===== src/rtl/tinyml_hw_accel_pixel_packer_pkg.sv =====
// Shared helpers for the pixel packer: width calculations used by the top level and its word FIFO.
package tinyml_hw_accel_pixel_packer_pkg;

   // Ceiling log2 that never returns 0, so a degenerate range still gets a 1-bit register.
   function automatic int clog2_min1(input int value);
      int r;
      r = 0;
      while ((1 << r) < value) r++;
      return (r < 1) ? 1 : r;
   endfunction

   function automatic int pixels_per_word(input int out_width, input int pixel_width);
      return out_width / pixel_width;
   endfunction

   function automatic int frame_pixels(input int frame_width, input int frame_height);
      return frame_width * frame_height;
   endfunction

endpackage


===== src/rtl/tinyml_hw_accel_sync_fifo.sv =====
// Single-clock show-ahead FIFO; the head entry is visible on dout whenever the FIFO is not empty.
module tinyml_hw_accel_sync_fifo
   import tinyml_hw_accel_pixel_packer_pkg::*;
#(
   parameter int WIDTH = 33,
   parameter int DEPTH = 16
) (
   input  logic                         clk,
   input  logic                         rst_n,
   input  logic                         sw_clear,
   input  logic                         push,
   input  logic [WIDTH-1:0]             din,
   input  logic                         pop,
   output logic [WIDTH-1:0]             dout,
   output logic                         full,
   output logic                         empty,
   output logic [clog2_min1(DEPTH):0]   count
);

   localparam int AW = clog2_min1(DEPTH);

   logic [WIDTH-1:0] mem_q [DEPTH];
   logic [WIDTH-1:0] mem_d [DEPTH];
   logic [AW-1:0]    wr_ptr_q, wr_ptr_d;
   logic [AW-1:0]    rd_ptr_q, rd_ptr_d;
   logic [AW:0]      count_q, count_d;
   logic             wr_en;
   logic             rd_en;

   assign empty = (count_q == '0);
   assign full  = (count_q == (AW+1)'(DEPTH));
   assign count = count_q;
   // Gate the head so an empty FIFO presents zeros rather than a stale entry.
   assign dout  = empty ? '0 : mem_q[rd_ptr_q];

   always_comb begin
      rd_en    = pop & ~empty;
      wr_en    = push & (~full | rd_en);
      mem_d    = mem_q;
      wr_ptr_d = wr_ptr_q;
      rd_ptr_d = rd_ptr_q;
      count_d  = count_q;
      if (wr_en) begin
         mem_d[wr_ptr_q] = din;
         wr_ptr_d        = wr_ptr_q + 1'b1;
      end
      if (rd_en) begin
         rd_ptr_d = rd_ptr_q + 1'b1;
      end
      count_d = count_q + {{AW{1'b0}}, wr_en} - {{AW{1'b0}}, rd_en};
      if (sw_clear) begin
         wr_ptr_d = '0;
         rd_ptr_d = '0;
         count_d  = '0;
      end
   end

   always_ff @(posedge clk or negedge rst_n) begin
      if (!rst_n) begin
         for (int i = 0; i < DEPTH; i++) mem_q[i] <= '0;
         wr_ptr_q <= '0;
         rd_ptr_q <= '0;
         count_q  <= '0;
      end else begin
         mem_q    <= mem_d;
         wr_ptr_q <= wr_ptr_d;
         rd_ptr_q <= rd_ptr_d;
         count_q  <= count_d;
      end
   end

endmodule


===== src/rtl/tinyml_hw_accel_pixel_packer.sv =====
// Packs a PPC-wide pixel stream into OUT_DATA_WIDTH words, tags the frame-final word and queues words
// for a valid/ready consumer.
module tinyml_hw_accel_pixel_packer
   import tinyml_hw_accel_pixel_packer_pkg::*;
#(
   parameter int PIXEL_DATA_WIDTH = 8,
   parameter int PPC              = 1,
   parameter int OUT_DATA_WIDTH   = 32,
   parameter int FRAME_WIDTH      = 3,
   parameter int FRAME_HEIGHT     = 3,
   parameter int FIFO_DEPTH       = 16
) (
   input  logic                            clk,
   input  logic                            rst_n,
   input  logic                            sw_clear,
   input  logic [PPC*PIXEL_DATA_WIDTH-1:0] in_pixel_data,
   input  logic                            in_pixel_data_valid,
   output logic [OUT_DATA_WIDTH-1:0]       out_data,
   output logic                            out_valid,
   input  logic                            out_ready,
   output logic                            out_last,
   output logic                            overflow
);

   localparam int PPW       = pixels_per_word(OUT_DATA_WIDTH, PIXEL_DATA_WIDTH);
   localparam int FRM_PIX   = frame_pixels(FRAME_WIDTH, FRAME_HEIGHT);
   localparam int CNT_W     = clog2_min1(FRM_PIX);
   localparam int LANE_W    = clog2_min1(PPW + 1);
   localparam int FIFO_AW   = clog2_min1(FIFO_DEPTH);
   localparam int ENTRY_W   = OUT_DATA_WIDTH + 1;

   logic [CNT_W-1:0]          pix_cnt_q, pix_cnt_d;
   logic [LANE_W-1:0]         lane_q, lane_d;
   logic [OUT_DATA_WIDTH-1:0] acc_q, acc_d;
   logic                      cw_vld_q, cw_vld_d;
   logic [ENTRY_W-1:0]        cw_data_q, cw_data_d;
   logic                      push_vld_q, push_vld_d;
   logic [ENTRY_W-1:0]        push_data_q, push_data_d;
   logic                      overflow_q, overflow_d;

   logic [OUT_DATA_WIDTH-1:0] acc_new;
   logic [CNT_W:0]            pix_sum;
   logic [LANE_W-1:0]         lane_sum;
   logic                      frame_end;

   logic [ENTRY_W-1:0]        fifo_dout;
   logic                      fifo_full;
   logic                      fifo_empty;
   logic [FIFO_AW:0]          fifo_count;
   logic                      fifo_pop;

   assign fifo_pop  = out_ready & ~fifo_empty;
   assign out_valid = (fifo_count != '0);
   assign out_data  = fifo_dout[OUT_DATA_WIDTH-1:0];
   assign out_last  = fifo_dout[OUT_DATA_WIDTH];
   assign overflow  = overflow_q;

   always_comb begin
      pix_cnt_d   = pix_cnt_q;
      lane_d      = lane_q;
      acc_d       = acc_q;
      cw_vld_d    = 1'b0;
      cw_data_d   = cw_data_q;
      push_vld_d  = cw_vld_q;
      push_data_d = cw_data_q;
      overflow_d  = overflow_q | (push_vld_q & fifo_full & ~fifo_pop);
      acc_new     = acc_q;
      pix_sum     = {1'b0, pix_cnt_q} + (CNT_W+1)'(PPC);
      lane_sum    = lane_q + LANE_W'(PPC);
      frame_end   = (pix_sum == (CNT_W+1)'(FRM_PIX));

      if (in_pixel_data_valid) begin
         for (int p = 0; p < PPC; p++) begin
            acc_new[(int'(lane_q) + p) * PIXEL_DATA_WIDTH +: PIXEL_DATA_WIDTH] =
               in_pixel_data[p * PIXEL_DATA_WIDTH +: PIXEL_DATA_WIDTH];
         end
         // A frame-final beat flushes a partial word; lanes not yet written stay zero from the clear.
         if ((lane_sum == LANE_W'(PPW)) || frame_end) begin
            cw_vld_d  = 1'b1;
            cw_data_d = {frame_end, acc_new};
            acc_d     = '0;
            lane_d    = '0;
         end else begin
            acc_d  = acc_new;
            lane_d = lane_sum;
         end
         pix_cnt_d = frame_end ? '0 : pix_sum[CNT_W-1:0];
      end

      if (sw_clear) begin
         pix_cnt_d   = '0;
         lane_d      = '0;
         acc_d       = '0;
         cw_vld_d    = 1'b0;
         cw_data_d   = '0;
         push_vld_d  = 1'b0;
         push_data_d = '0;
         overflow_d  = 1'b0;
      end
   end

   always_ff @(posedge clk or negedge rst_n) begin
      if (!rst_n) begin
         pix_cnt_q   <= '0;
         lane_q      <= '0;
         acc_q       <= '0;
         cw_vld_q    <= 1'b0;
         cw_data_q   <= '0;
         push_vld_q  <= 1'b0;
         push_data_q <= '0;
         overflow_q  <= 1'b0;
      end else begin
         pix_cnt_q   <= pix_cnt_d;
         lane_q      <= lane_d;
         acc_q       <= acc_d;
         cw_vld_q    <= cw_vld_d;
         cw_data_q   <= cw_data_d;
         push_vld_q  <= push_vld_d;
         push_data_q <= push_data_d;
         overflow_q  <= overflow_d;
      end
   end

   tinyml_hw_accel_sync_fifo #(
      .WIDTH (ENTRY_W),
      .DEPTH (FIFO_DEPTH)
   ) u_fifo (
      .clk      (clk),
      .rst_n    (rst_n),
      .sw_clear (sw_clear),
      .push     (push_vld_q),
      .din      (push_data_q),
      .pop      (fifo_pop),
      .dout     (fifo_dout),
      .full     (fifo_full),
      .empty    (fifo_empty),
      .count    (fifo_count)
   );

endmodule

===== config.mk =====
export PLATFORM = sky130hd
export DESIGN_NAME = tinyml_hw_accel_pixel_packer
export DESIGN_NICKNAME = d
export VERILOG_FILES = /design/src/rtl/tinyml_hw_accel_pixel_packer_pkg.sv /design/src/rtl/tinyml_hw_accel_sync_fifo.sv /design/src/rtl/tinyml_hw_accel_pixel_packer.sv
export SDC_FILE = /design/constraint.sdc
export NUM_CORES = 1
export LEC_CHECK = 0
export ABC_AREA = 1
export BUFFER_PORTS_ARGS = -buffer_cell sky130_fd_sc_hd__buf_2
export CAP_MARGIN = 30
export CELL_PAD_IN_SITES_DETAIL_PLACEMENT = 1
export CELL_PAD_IN_SITES_GLOBAL_PLACEMENT = 1
export CORE_ASPECT_RATIO = 2
export CORE_MARGIN = 3
export CORE_UTILIZATION = 30
export CTS_CLUSTER_SIZE = 8
export DETAILED_ROUTE_END_ITERATION = 8
export PLACE_DENSITY = 0.6
export RECOVER_POWER = 50
export SYNTH_ARGS = -nofsm -noshare
export SYNTH_HDL_FRONTEND = slang
export SYNTH_SLANG_ARGS = --single-unit

===== constraint.sdc =====
create_clock -name clk -period 6.14 [get_ports clk]
set_clock_uncertainty 0.1 [all_clocks]
set_input_delay 0.307 -clock clk [delete_from_list [all_inputs] [get_ports clk]]
set_output_delay 0.307 -clock clk [all_outputs]
set_load 0.02 [all_outputs]

# Word-level counts from Yosys, hierarchy flattened
# Index checks and enable logic that the tools add are counted.
dict set report op_classes {
  n_mux 31
  shifts 2
  reduce_logical 9
  eq_ne 3
  addsub 7
  n_lt_le_gt_ge 3
  bitwise 12
}
# cell n
set op_table {}
lappend op_table {{$bwmux W528} 1}
lappend op_table {{$mux W33} 8}
lappend op_table {{$bmux W33 S4} 1}
lappend op_table {{$demux W33 S4} 1}
lappend op_table {{$mux W32} 3}
lappend op_table {{$neg A6 Y33} 1}
lappend op_table {{$shift A8 B33 Y32 const A} 1}
lappend op_table {{$shiftx A8 B33 Y32} 1}
lappend op_table {{$bwmux W32} 1}
lappend op_table {{$mux W4} 7}
lappend op_table {{$ge A5 B5 Y1 const B} 2}
lappend op_table {{$not A4 Y5} 2}
lappend op_table {{$mux W3} 3}
lappend op_table {{$add A4 B1 Y4 const B} 2}
lappend op_table {{$reduce_bool A2 Y1} 4}
lappend op_table {{$add A4 B1 Y5 const B} 1}
lappend op_table {{$add A5 B1 Y5} 1}
lappend op_table {{$and A1 B1 Y1} 5}
lappend op_table {{$eq A5 B4 Y1 const B} 1}
lappend op_table {{$eq A5 B5 Y1 const B} 1}
lappend op_table {{$logic_not A5 Y1} 1}
lappend op_table {{$lt A5 B1 Y1 const B} 1}
lappend op_table {{$mux W1} 5}
lappend op_table {{$mux W5} 1}
lappend op_table {{9 further kinds} 12}
dict set report word_totals {
  in_bits 13
  ff_bits 649
}

# Longest topological paths before layout
dict set report logic_depth {
  word_depth 9
  depth_mapped 18
  depth_no_buf 18
}

# By module
# Synthesis repeated with hierarchy kept, for this count alone.
dict set report unflattened {
  hier_cells 3781
  area_unflattened_um2 30171.4
}
# module seq_area_each_um2 instances cells_per_inst area_per_inst_um2
set by_module_without_submodules {}
lappend by_module_without_submodules {tinyml_hw_accel_sync_fifo 13538.0 1 3204 25354.3}
lappend by_module_without_submodules {tinyml_hw_accel_pixel_packer 2702.6 1 577 4817.1}

# Least setup slack after synthesis
# Ideal clock, no wire load.
dict set report synth_timing {
  path_kind {flip-flop to flip-flop}
  start {reg u_fifo.count_q[3], in the netlist u_fifo.count[3]}
  end {reg u_fifo.count_q[4], in the netlist u_fifo.count[4]}
  required_time_ns 5.916
  arrival_ns 2.549
  path_buffers 0
  path_slack_ns 3.366
  stages_incl_launch_ff 19
  cell_sequence {dfrtp_1 inv_1 ha_1 nand2_1 nor2_1 nand2_1 nand2_1 inv_1 ha_1 inv_1 ha_1 inv_1 fa_1 inv_1 nand2_1 a21oi_1 nor2_1 o21ai_0 a21oi_1}
}
dict set report synth_between {
  elab_chain_cells 9
  elab_cells_between_ends 11
  cone_classes {2 x add/sub; 1 x eq/ne; 1 x mux; 6 x bitwise; 1 x reduce/logical}
}
# item line_no
set synth_rtl {}
lappend synth_rtl {{from (decl)} tinyml_hw_accel_sync_fifo.sv:26} ;# logic [AW:0] count_q, count_d;
lappend synth_rtl {{from (signal assigned)} tinyml_hw_accel_sync_fifo.sv:68} ;# count_q <= count_d;
lappend synth_rtl {{$logic_not A5 Y1} tinyml_hw_accel_sync_fifo.sv:30} ;# assign empty = (count_q == '0);
lappend synth_rtl {{$not A1 Y1} {tinyml_hw_accel_sync_fifo.sv:37, tinyml_hw_accel_pixel_packer.sv:52}}
lappend synth_rtl {{$and A1 B1 Y1} tinyml_hw_accel_pixel_packer.sv:52} ;# assign fifo_pop = out_ready & ~fifo_empty;
lappend synth_rtl {{$and A1 B1 Y1} tinyml_hw_accel_sync_fifo.sv:37} ;# rd_en = pop & ~empty;
lappend synth_rtl {{$or A1 B1 Y1} tinyml_hw_accel_sync_fifo.sv:38} ;# wr_en = push & (~full | rd_en);
lappend synth_rtl {{$and A1 B1 Y1} tinyml_hw_accel_sync_fifo.sv:38}
lappend synth_rtl {{$add A5 B1 Y5} tinyml_hw_accel_sync_fifo.sv:50} ;# count_d = count_q + {{AW{1'b0}}, wr_en} - {{AW{1'b0}}, rd_en};
lappend synth_rtl {{$sub A5 B1 Y5 (*)} tinyml_hw_accel_sync_fifo.sv:50}
lappend synth_rtl {{$mux W5 (*)} tinyml_hw_accel_sync_fifo.sv:51} ;# if (sw_clear) begin
lappend synth_rtl {{via u_fifo.count_d[4]} tinyml_hw_accel_sync_fifo.sv:26}
# The timed path passes the listed nets; every way through them passes the cells marked *.
# A chain may end at the register's enable or synchronous reset.

# Final worst setup path
dict set report layout_timing {
  start {reg u_fifo.rd_ptr_q[0]}
  end {out out_data[26]}
}
dict set report layout_between {
  elab_chain_cells 5
}
# item line_no
set layout_rtl {}
lappend layout_rtl {{from (decl)} tinyml_hw_accel_sync_fifo.sv:25} ;# logic [AW-1:0] rd_ptr_q, rd_ptr_d;
lappend layout_rtl {{from (signal assigned)} tinyml_hw_accel_sync_fifo.sv:67} ;# rd_ptr_q <= rd_ptr_d;
lappend layout_rtl {{$not A4 Y5 (not written as such)} tinyml_hw_accel_sync_fifo.sv:34} ;# assign dout = empty ? '0 : mem_q[rd_ptr_q];
lappend layout_rtl {{$bmux W33 S4} tinyml_hw_accel_sync_fifo.sv:34}
lappend layout_rtl {{$mux W33 (not written as such) (2 in series)} tinyml_hw_accel_sync_fifo.sv:34}
lappend layout_rtl {{$mux W33} tinyml_hw_accel_sync_fifo.sv:34}
lappend layout_rtl {{to (decl)} tinyml_hw_accel_pixel_packer.sv:18} ;# output logic [OUT_DATA_WIDTH-1:0] out_data,
# No other way between the ends. The select of a mux whose other input is x is not followed.

==> results.cfg <==
[sta]
report.final.hold_viol_count = 0
finalCritPeriodShare_pct = 69.9
slew_headroom_pct = -88.8
fmax_ghz = 0.233
setup_viol = 0
fin_setup_tns_ps = 0
tightest_slew_ps = 2830
period_needed_ps = 4290
slew_violations = 179
rsz0062_at_grt = false

[logic_synthesis]
synth_top_family_by_area = simple AND/OR/NAND/NOR gates
synth_xor_area_share_pct = 0.0829
ys_seq_elements = 649
netlist_area_um2 = 31700
avgSynthCellArea_um2 = 7.42
synthTopCellsByArea = dfrtp_1 (51%), nand2_1 (23%), nand3_1 (15%)
synth_compound_area_share_pct = 1.63
postSynthCellCount = 4269
ys.flop_type = dfrtp_1
synth_simple_gate_area_share_pct = 40.0
netlist.area_leader.share_pct = 51.2
synth_cell_types = 23
synth_common_cells = nand2_1 (1954), nand3_1 (966), dfrtp_1 (649)
ys_async_sr_fraction_pct = 100
synth_nets = 4303
yosysMostFrequentCell = nand2_1
synth_edf_count = 0
yosysSeqAreaShare_pct = 51.2
yosysTopAreaCell = dfrtp_1
yosysWarnings = 0
synth_fa_ha_area_share_pct = 0.853
synthMuxAreaShare_pct = 0

[floorplan]
die_h_um = 466
dieArea_um2 = 110000
fp.coreArea_um2 = 105000
io_pins = 48
start_util_pct = 30.2
row_count = 168
die_w_um = 236

[place]
place_congestion = 0.784
io_buffers = 47
hpwl_um = 71900

[global_routing]
grt_most_used_layer = met2
track_usage_pct = 23.8
antenna_found_initial = 3
grt_pass1_wl_um = 199000
grtUsageMet3_pct = 2.22
overflow = 0
gr-usage-met1_pct = 28.8
grt_max_degree = 183
grt_pass1_vias = 30000
gr-usage-met2_pct = 43.3

[drt]
viasPerCell = 5.24
totalWireLength_um = 131000
drc = 0
firstDrtPassIters = 5
wl_per_cell_um = 23.9
via_count = 28700
drtAntennaViolNets = 0
drtIter0Drc = 2290

[power]
power_switching_share_pct = 32.3
p_total_mw = 11.0
p_clk_share_pct = 41.3
p_comb_share_pct = 18.1
power_frac_seq_pct = 40.6
ir_worst_vdd_v = 0.000271
intPower_mw = 7.44
powerDensity_nw_per_um2 = 311
power_leakage_nw = 18.3
power_switching_mw = 3.54

[clocking]
clk_pin_slew_ps = 60
cts_tree = done
clk_latency_ps = 680
ctsResizeCount = 0
clock-sinks = 649
root_buffer = clkbuf_16
numCtsBuffers = 91
htree_levels = 3
clock_tree.buffer_depth = 3
post_cts_buffers = 0

[critical_path]
path_max_fanout = 147
worst-path-buf-inv = 3
arrival_ps = 3880
worst_path_dominant_cell_family = buffers and inverters
cp_slowest_cell = buf_4
required_ps = 5730
max_stage_delay_ps = 680
worstSetupStartpointType = flop
end_kind = output pin
cp_common_cell = nand2_1
crit_chain = buf_12 > buf_4 > nand2_1 > nand3_1 > nand3_1 > nand2_1 > nand2_1 > a21oi_1 > buf_2
setup.worst_path.class = flop to output pin

[run_status]
outcome = finished with violations
violations = max-capacitance violations, max-slew violations

[layout]
nets = 4153
drive_gt1_share_pct = 6.01
area_growth_pct = 11.5

[worst_hold_path]
hp-class = input port to flop

[flow_run]
drv_cap = 3
==> layout make-up <==
cell class                      instances  area (µm²)
Clock inverter                          3        33.8
Antenna cell                            1        2.50
Multi-Input combinational cell       3145       13600
Timing Repair Buffer                  124         967
Sequential cell                       649       16300
Tap cell                             1360        1700
Inverter                              108         419
Fill cell                           12600       69500
Clock buffer                           96        2320
==> worst register-to-register path: cells and delay by family (launching register included) <==
family	cells	cell delay [ps]
adder cells (fa/ha/maj)	1	200
flip-flops	1	350
AO/OA/AOI/OAI	1	560
buffers and inverters	4	1580
AND/OR/NAND/NOR	5	490
==> sequential cells by signal (all words and copies together), names as in the netlist, 3 cells and up <==
signal,count
lane_q,3
acc_q,32
u_fifo.wr_ptr_q,4
cw_data_q,33
pix_cnt_q,4
u_fifo.count,5
u_fifo.mem_q,528
push_data_q,33
u_fifo.rd_ptr_q,4
==> kinds of logic after synthesis <==
family	Yosys count
xor+xnor	3
simple gates	3024
buf+inv	475
compound gates	97
fa+ha+maj	21
flops	649
==> timing repair <==
item | 4_1_cts | 5_1_grt
hold endpoints to repair | 110 | 0
hold buffers | 10 | 0
endpoints found under the setup margin | 0 | 0
==> per-stage QoR <==
step                util [%]  hold slack, ps  instance area [µm²]  worst slack, ps  std cells
floorplan                  -           -88.6                31700             3370       4269
global placement        31.3             341                32900             2540       5374
detailed placement      31.4             351                32900             2510       5375
CTS                     33.7            76.3                35300             1770       5484
global route            33.7             173                35300             1350       5486
finish                  33.7             156                35300             1850       5486
==> final timing paths <==
kind,start,end,slack (ps),cells after the start
hold / removal,in_pixel_data_valid,acc_q[30],160,3
hold reg to reg,cw_data_q[21],push_data_q[21],360,2
max in group asynchronous,rst_n,u_fifo.mem_q[63],2880,3
min in group asynchronous,rst_n,u_fifo.mem_q[309],980,2
setup reg to reg,u_fifo.count[2],u_fifo.mem_q[284],2740,11
setup / recovery,u_fifo.rd_ptr_q[0],out_data[26],1850,9
==> power groups by stage <==
| stage | sequential, mW | clock [mW] | combinational, mW |
|---|---|---|---|
| CTS | 4.46 | 4.65 | 2.01 |
| global route | 4.47 | 4.82 | 2.19 |
| global placement | 4.54 | 0 | 1.98 |
| floorplan | 4.45 | 0 | 1.25 |
| finish | 4.46 | 4.54 | 1.98 |
| detailed placement | 4.53 | 0 | 2.00 |
==> placed cells by master, fill, tap and decap left out, types with 2 or more instances in the layout <==
master / count
buf_4: 52
a21oi_1: 38
nand2_2: 16
ha_1: 20
nand2_1: 1938
inv_6: 2
dfrtp_4: 3
buf_2: 45
nand3b_1: 9
nand4_1: 31
inv_2: 2
xor2_1: 3
o21ai_0: 42
clkbuf_1: 9
nor2_4: 16
dfrtp_1: 645
buf_12: 10
inv_1: 100
nand3_1: 966
dlygate4sd3_1: 10
nor2_1: 46
o22ai_1: 15
clkinv_1: 3
clkbuf_16: 92
==> layer usage <==
layer	share of wire [%]	wire length, µm	vias to the layer above
li1	-	-	13300
met1	41	53600	14600
met2	52	68300	615
met3	3.2	4190	238
met4	3.9	5150	2
met5	0.0099	13	-
(Power assumes the default switching activity.)
